[src/rtl/systolic_feeder.sv]
// rtl/systolic_feeder.sv - captures A/B operands and emits diagonally skewed west/north streams for a SIZExSIZE systolic array
module systolic_feeder #(
    parameter int SIZE       = 4,
    parameter int DATA_WIDTH = 32
) (
    input  logic                              clk,
    input  logic                              rst,
    input  logic                              start,
    input  logic [SIZE*SIZE*DATA_WIDTH-1:0]   a_flat,
    input  logic [SIZE*SIZE*DATA_WIDTH-1:0]   b_flat,
    output logic [DATA_WIDTH-1:0]             out_west  [0:SIZE-1],
    output logic [DATA_WIDTH-1:0]             out_north [0:SIZE-1],
    output logic                              array_clr,
    output logic                              busy,
    output logic                              done
);

    localparam int TW = $clog2(3*SIZE);
    localparam logic [TW-1:0] FEED_LAST  = TW'(3*SIZE-3);
    localparam logic [TW-1:0] DRAIN_LAST = TW'(SIZE-1);

    typedef enum logic [2:0] {IDLE, CLR, FEED, DRAIN, DONE} state_t;

    state_t                            state;
    logic [TW-1:0]                     t;
    logic [SIZE*SIZE*DATA_WIDTH-1:0]   a_q;
    logic [SIZE*SIZE*DATA_WIDTH-1:0]   b_q;

    logic                              feed_next;
    int                                step;
    logic [DATA_WIDTH-1:0]             west_nxt  [0:SIZE-1];
    logic [DATA_WIDTH-1:0]             north_nxt [0:SIZE-1];

    // Lanes are computed for the step the next cycle will present, so the
    // registered outputs line up with the FEED step counter.
    always_comb begin
        feed_next = (state == CLR) || ((state == FEED) && (t != FEED_LAST));
        step      = (state == CLR) ? 0 : int'(t) + 1;
        for (int i = 0; i < SIZE; i++) begin
            west_nxt[i]  = '0;
            north_nxt[i] = '0;
            if (feed_next && (step >= i) && (step - i < SIZE)) begin
                west_nxt[i]  = a_q[(i*SIZE + (step - i))*DATA_WIDTH +: DATA_WIDTH];
                north_nxt[i] = b_q[((step - i)*SIZE + i)*DATA_WIDTH +: DATA_WIDTH];
            end
        end
    end

    always_ff @(posedge clk or negedge rst) begin
        if (!rst) begin
            state     <= IDLE;
            t         <= '0;
            a_q       <= '0;
            b_q       <= '0;
            array_clr <= 1'b0;
            busy      <= 1'b0;
            done      <= 1'b0;
            for (int i = 0; i < SIZE; i++) begin
                out_west[i]  <= '0;
                out_north[i] <= '0;
            end
        end else begin
            for (int i = 0; i < SIZE; i++) begin
                out_west[i]  <= west_nxt[i];
                out_north[i] <= north_nxt[i];
            end
            case (state)
                IDLE: begin
                    if (start) begin
                        state     <= CLR;
                        a_q       <= a_flat;
                        b_q       <= b_flat;
                        array_clr <= 1'b1;
                        busy      <= 1'b1;
                    end
                end
                CLR: begin
                    state     <= FEED;
                    t         <= '0;
                    array_clr <= 1'b0;
                end
                FEED: begin
                    if (t == FEED_LAST) begin
                        state <= DRAIN;
                        t     <= '0;
                    end else begin
                        t <= t + 1'b1;
                    end
                end
                DRAIN: begin
                    if (t == DRAIN_LAST) begin
                        state <= DONE;
                        t     <= '0;
                        busy  <= 1'b0;
                        done  <= 1'b1;
                    end else begin
                        t <= t + 1'b1;
                    end
                end
                DONE: begin
                    state <= IDLE;
                    done  <= 1'b0;
                end
                default: begin
                    state     <= IDLE;
                    t         <= '0;
                    array_clr <= 1'b0;
                    busy      <= 1'b0;
                    done      <= 1'b0;
                end
            endcase
        end
    end

endmodule

[config.mk]
export PLATFORM = sky130hd
export DESIGN_NAME = systolic_feeder
export DESIGN_NICKNAME = d
export VERILOG_FILES = /design/src/rtl/systolic_feeder.sv
export SDC_FILE = /design/constraint.sdc
export NUM_CORES = 2
export LEC_CHECK = 0
export BUFFER_PORTS_ARGS = -buffer_cell sky130_fd_sc_hd__buf_2
export CORE_AREA = 2 2 500 502
export CTS_CLUSTER_DIAMETER = 60
export DETAILED_ROUTE_END_ITERATION = 8
export DIE_AREA = 0 0 502 504
export HOLD_SLACK_MARGIN = 0.1
export PLACE_DENSITY_LB_ADDON = 0.2
export SLEW_MARGIN = 20
export SYNTH_ARGS = -nofsm -noshare
export SYNTH_HDL_FRONTEND = slang
export SYNTH_SLANG_ARGS = --single-unit
export TNS_END_PERCENT = 100
[constraint.sdc]
create_clock -name clk -period 7.6 [get_ports clk]
set_input_delay 0.76 -clock clk [delete_from_list [all_inputs] [get_ports clk]]
set_output_delay 0.76 -clock clk [all_outputs]
set_load 0.02 [all_outputs]
* Word-level counts from Yosys, hierarchy flattened
Cells that the tools add are included.
W data, S select, Z words.
** Word-level totals
- Word-level logic and storage cells :: 97
- Output and inout port bits :: 259
- Input port bits :: 1027
- Flip-flop bits (word level) :: 1290
** Cells by class
- Reductions and logical operators :: 20
- Equality and inequality tests :: 10
- Multiplexer cells :: 22
- Order comparisons :: 8
- Shifts and indexed selects :: 8
- Bitwise gates (word level) :: 3
- $add $sub $neg :: 11
** Operators by type and width (count)
- $shiftx A512 B14 Y32 :: 3
- $shiftx A512 B32 Y32 :: 3
- $shiftx A512 B11 Y32 :: 1
- $shiftx A512 B13 Y32 :: 1
- $mux W32 :: 8
- $add A8 B3 Y9 const B :: 2
- $lt A6 B4 Y1 const B :: 3
- $add A5 B6 Y7 const A :: 2
- $pmux W3 S4 :: 1
- $pmux W4 S3 :: 1
- $sub A5 B2 Y6 const B :: 2
- $ge A5 B1 Y1 const B :: 2
- $ge A5 B2 Y1 const B :: 2
- $add A8 B2 Y9 const B :: 1
- $logic_and A1 B1 Y1 :: 9
- $mux W3 :: 3
- $reduce_or A3 Y1 :: 3
- $mux W4 :: 2
- $add A4 B6 Y7 const A :: 1
- $eq A3 B2 Y1 const B :: 2
- $reduce_and A2 Y1 :: 3
- $reduce_and A3 Y1 :: 2
- $sub A5 B1 Y6 const B :: 1
- $add A4 B1 Y5 const B :: 1
- other kinds (17) :: 23

* Logic depth before layout (Yosys ltp)
- Depth in word-level cells :: 6
- Mapped depth :: 21
- Depth with buffers taken out :: 14

* Worst setup path after synthesis
Ideal clock, no wire load.
- Path type :: register to register
- Start :: register state[1]
- End :: register out_west[85] (netlist name)
- Required time :: 7.473 ns
- Buffers on the path :: 9
- Period minus slack after synthesis :: 4.057 ns
- Data arrival time :: 3.931 ns
- Setup time :: 0.127 ns
- Cell stages (with the launch flop) :: 20
- Slack :: 3.543 ns
- Cells stage by stage :: dfrtp_1 buf_4 nor3b_4 buf_2 nor2_1 inv_1 buf_2 clkbuf_1 clkbuf_1 ha_1 inv_1 xnor2_4 buf_2 buf_2 ha_1 and2_1 buf_1 clkbuf_1 a22oi_1 a21oi_1
** RTL lines
- start: declaration :: RTL line 24 : state_t state;
- start signal: assignment :: RTL line 51 : state <= IDLE;
- start signal: assignment :: RTL line 70 : state <= CLR;
- start signal: assignment :: RTL line 78 : state <= FEED;
- end signal: indexed assignment :: RTL line 64 : out_west[i] <= west_nxt[i];
- end: declaration :: RTL line 11 : output logic [DATA_WIDTH-1:0] out_west [0:SIZE-1],

==> reports/metrics.csv <==
stage,metric,value,unit
status,outcome,completed,
synth,ys flop type,dfrtp_1,
synth,distinct cell type count after synthesis,69,
clock_tree,"Gates resized, CTS repair",0,
route,DRC Markers,0,
layout,most frequent cells in the layout,"dfrtp_1, buf_2, mux2_2",
synth,"FFs w/ async S/R, synth",100,%
route,drt total wl,281,mm
worst_setup_path,CP max FO,67,
route,vias,45700,
min_path,worst min path class,primary input to register,
floorplanning,die height,504,µm
worst_setup_path,worst-case reg-to-reg path depth,13,
global_route,first-pass GRT wire length,386,mm
timing,setup tns final,0,ps
synth,ranking of synthesized cells by area,"dfrtp_1, mux2_2, mux4_2, a22oi_1, nor2_1",
layout,Area Overhead vs Synth,28.9,%
global_route,vias in the first global route,47100,
layout,fillers,25100,
timing,RSZ-0062 raised after global routing,false,
synth,number of synthesized flops with an enable pin,0,
timing,hold slack final,170,ps
clock_tree,clock-pin slew of the registers on the worst-case setup and hold paths,60,ps
global_route,initial antenna violation count,266,
floorplanning,Top Ports,1286,
placed_design,Inst Count DP,8691,
power_and_ir_drop,PwrDens,572,nW/µm²
min_path,Hold Crit Depth,2,
power_and_ir_drop,Leak,34.0,nW
timing,worst slew pin tran,1110,ps
route,DRT antenna net count,0,
synth,Post-Syn Area per Cell,13.9,µm²
timing,Setup WS post-layout,2050,ps
timing,post-layout min period,5550,ps
timing,Max Fclk,0.180,GHz
placed_design,DP Worst Slack,1940,ps
route,DR iter-0 viols,3397,
global_route,largest net degree at the start of global routing,174,
placed_design,GPL Wtd Cong,0.848,
timing,Worst slew margin,25.7,%
layout,Final #Nets,6677,
timing,final period utilization,73.0,%
placed_design,"Cell Area, Placed",70600,µm²
worst_setup_path,Worst Setup End Kind,register,
floorplanning,CORE AREA,248000,µm²
synth,Mapped Cells,4361,
global_route,GRT overflow,0,
timing,Final Max Tran Viols,0,
layout,share of post-route cells with drive strength above 1,53.0,%
clock_tree,Post-CTS Setup Bufs,0,
timing,Final Hold Fails,0,
layout,"most common cell after layout, fill and taps aside",dfrtp_1,
route,drt via density,4.96,
synth,"area leader, netlist",dfrtp_1,
clock_tree,hold buffers post-CTS,98,
layout,post-route cell area,78100,µm²
clock_tree,Root Buffer,clkbuf_16,
synth,Mapped Area,60600,µm²
placed_design,hpwl dp,210,mm
floorplanning,starting density of the core,24.5,%
floorplanning,chip width,502,µm
clock_tree,Num CTS Buffers,176,
timing,Clock Skew,42.8,ps
synth,Yosys reg bits,1290,
synth,syn nets,5398,
placed_design,Buffers on Ports,1285,
worst_setup_path,Crit path arrival time,6190,ps
clock_tree,"Clk Latency, worst-skew pair",830,ps
clock_tree,TritonCTS clock tree,yes,
synth,sequential share of the synthesized area,53.3,%
power_and_ir_drop,VDD IR-drop max,0.000968,V
floorplanning,die footprint,253000,µm²
layout,Post-Layout Cell Count,9224,
clock_tree,clock sinks,1290,
run,maxcap violations,0,
synth,Synth top area share,53.3,%
floorplanning,num rows,183,
route,WL/cell,30.4,µm
worst_setup_path,critical path type,register to register,
worst_setup_path,Worst Setup Start Kind,register,
route,TritonRoute pass-1 iters,8,
global_route,GR Util All Layers,21.6,%
clock_tree,H-tree depth,4,
synth,YS warnings,0,
worst_setup_path,Critical Path RT,8240,ps
clock_tree,deepest clock path buffer count,3,
timing,"Setup violations, final",0,
-- cell families (layout without fill, tap and decap cells) --
kind of cell | count (synthesis) | after routing | synth area share [%]
muxes | 1343 | 1343 | 30.9
DFF | 1290 | 1290 | 53.3
AOI/OAI and AO/OA | 591 | 591 | 7.12
adders and majority gates | 10 | 10 | 0.206
other | 0 | 109 | 0
xor gates and xnor gates | 10 | 10 | 0.176
and+or+nand+nor | 737 | 737 | 5.67
buffers and inverters | 380 | 1804 | 2.69
-- final timing paths --
| kind | startpoint | endpoint | slack, ps |
|---|---|---|---|
| worst min register to register | b_q[394] | b_q[394] | 500 |
| worst max register to register | t[0] | out_west[93] | 2050 |
| min in group asynchronous | rst | a_q[265] | 540 |
| worst max-delay path | t[0] | out_west[93] | 2050 |
| worst min-delay path | b_flat[410] | b_q[410] | 170 |
| max in group asynchronous | rst | a_q[335] | 5140 |
-- worst max-delay path, cell delays in order, from the launching register on --
cell and delay, ps:
dfrtp_4 630, ha_1 510, nor2_4 430, buf_4 480, inv_8 250, ha_4 260, inv_1 160, xnor2_4 140
buf_4 520, inv_2 110, o311a_1 420, o21ai_4 730, buf_4 470, a21oi_1 70
-- registers in the layout, indices dropped and copies added (netlist names) --
register   cells
a_q          512
array_clr      1
b_q          512
busy           1
done           1
out_north    128
out_west     128
state          3
t              4
-- synthesized netlist by cell type (3+ instances only) --
library cell  instances
buf_1                23
mux2_2             1024
nor2b_1             107
nand2_1             212
a211oi_1             99
o41ai_2              14
xor2_1                4
and3_1               33
inv_1                13
o21a_1               33
a22oi_1             127
buf_6                 4
o41ai_1              17
buf_2               117
o21ai_1               4
nor2_1              235
o21ai_0              44
nor3_1               38
buf_4                 7
clkbuf_1            212
mux4_2              318
a31oi_1               4
and2_1               38
dfrtp_1            1290
ha_1                 10
o221ai_1             31
nand2b_1             11
a21oi_1             131
nand3_1              42
a311oi_1             65
o31ai_1               3
xnor2_1               5
or2_2                 3
-- power breakdown --
part	internal (mW)	switching, mW
Clock	5.28	3.49
Sequential	10.0	2.98
Combinational	9.90	13.0
-- stage by stage --
step / util [%] / total power, mW
CTS: 31.4 / 45.3
global route: 31.5 / 47.1
detailed placement: 28.5 / 36.3
global placement: 28.5 / 35.9
finish: 31.6 / 44.7
floorplan: - / 26.9
-- layer usage --
metal	part of all wire [%]	routed length [µm]	vias up	GRT usage, %
met2	49	139000	2088	37.0
met5	0.46	1300	-	0
met3	9.0	25300	656	7.35
met4	4.0	11200	208	7.62
li1	-	-	19100	-
met1	37	104000	23700	25.0
-- area by class of cell --
| cell class | instances | area, µm² | share of cell area [%] |
|---|---|---|---|
| diodes | 109 | 273 | 0.349 |
| clock buffers | 238 | 5040 | 6.46 |
| clock inverters | 85 | 1150 | 1.47 |
| inverters | 15 | 71.3 | 0.0913 |
| multi-input cells | 2691 | 26900 | 34.4 |
| flip-flops and latches | 1290 | 32300 | 41.3 |
| well taps | 3330 | 4170 | 5.33 |
| repair buffers | 1466 | 8280 | 10.6 |
Power figures use the tool's default switching activity.
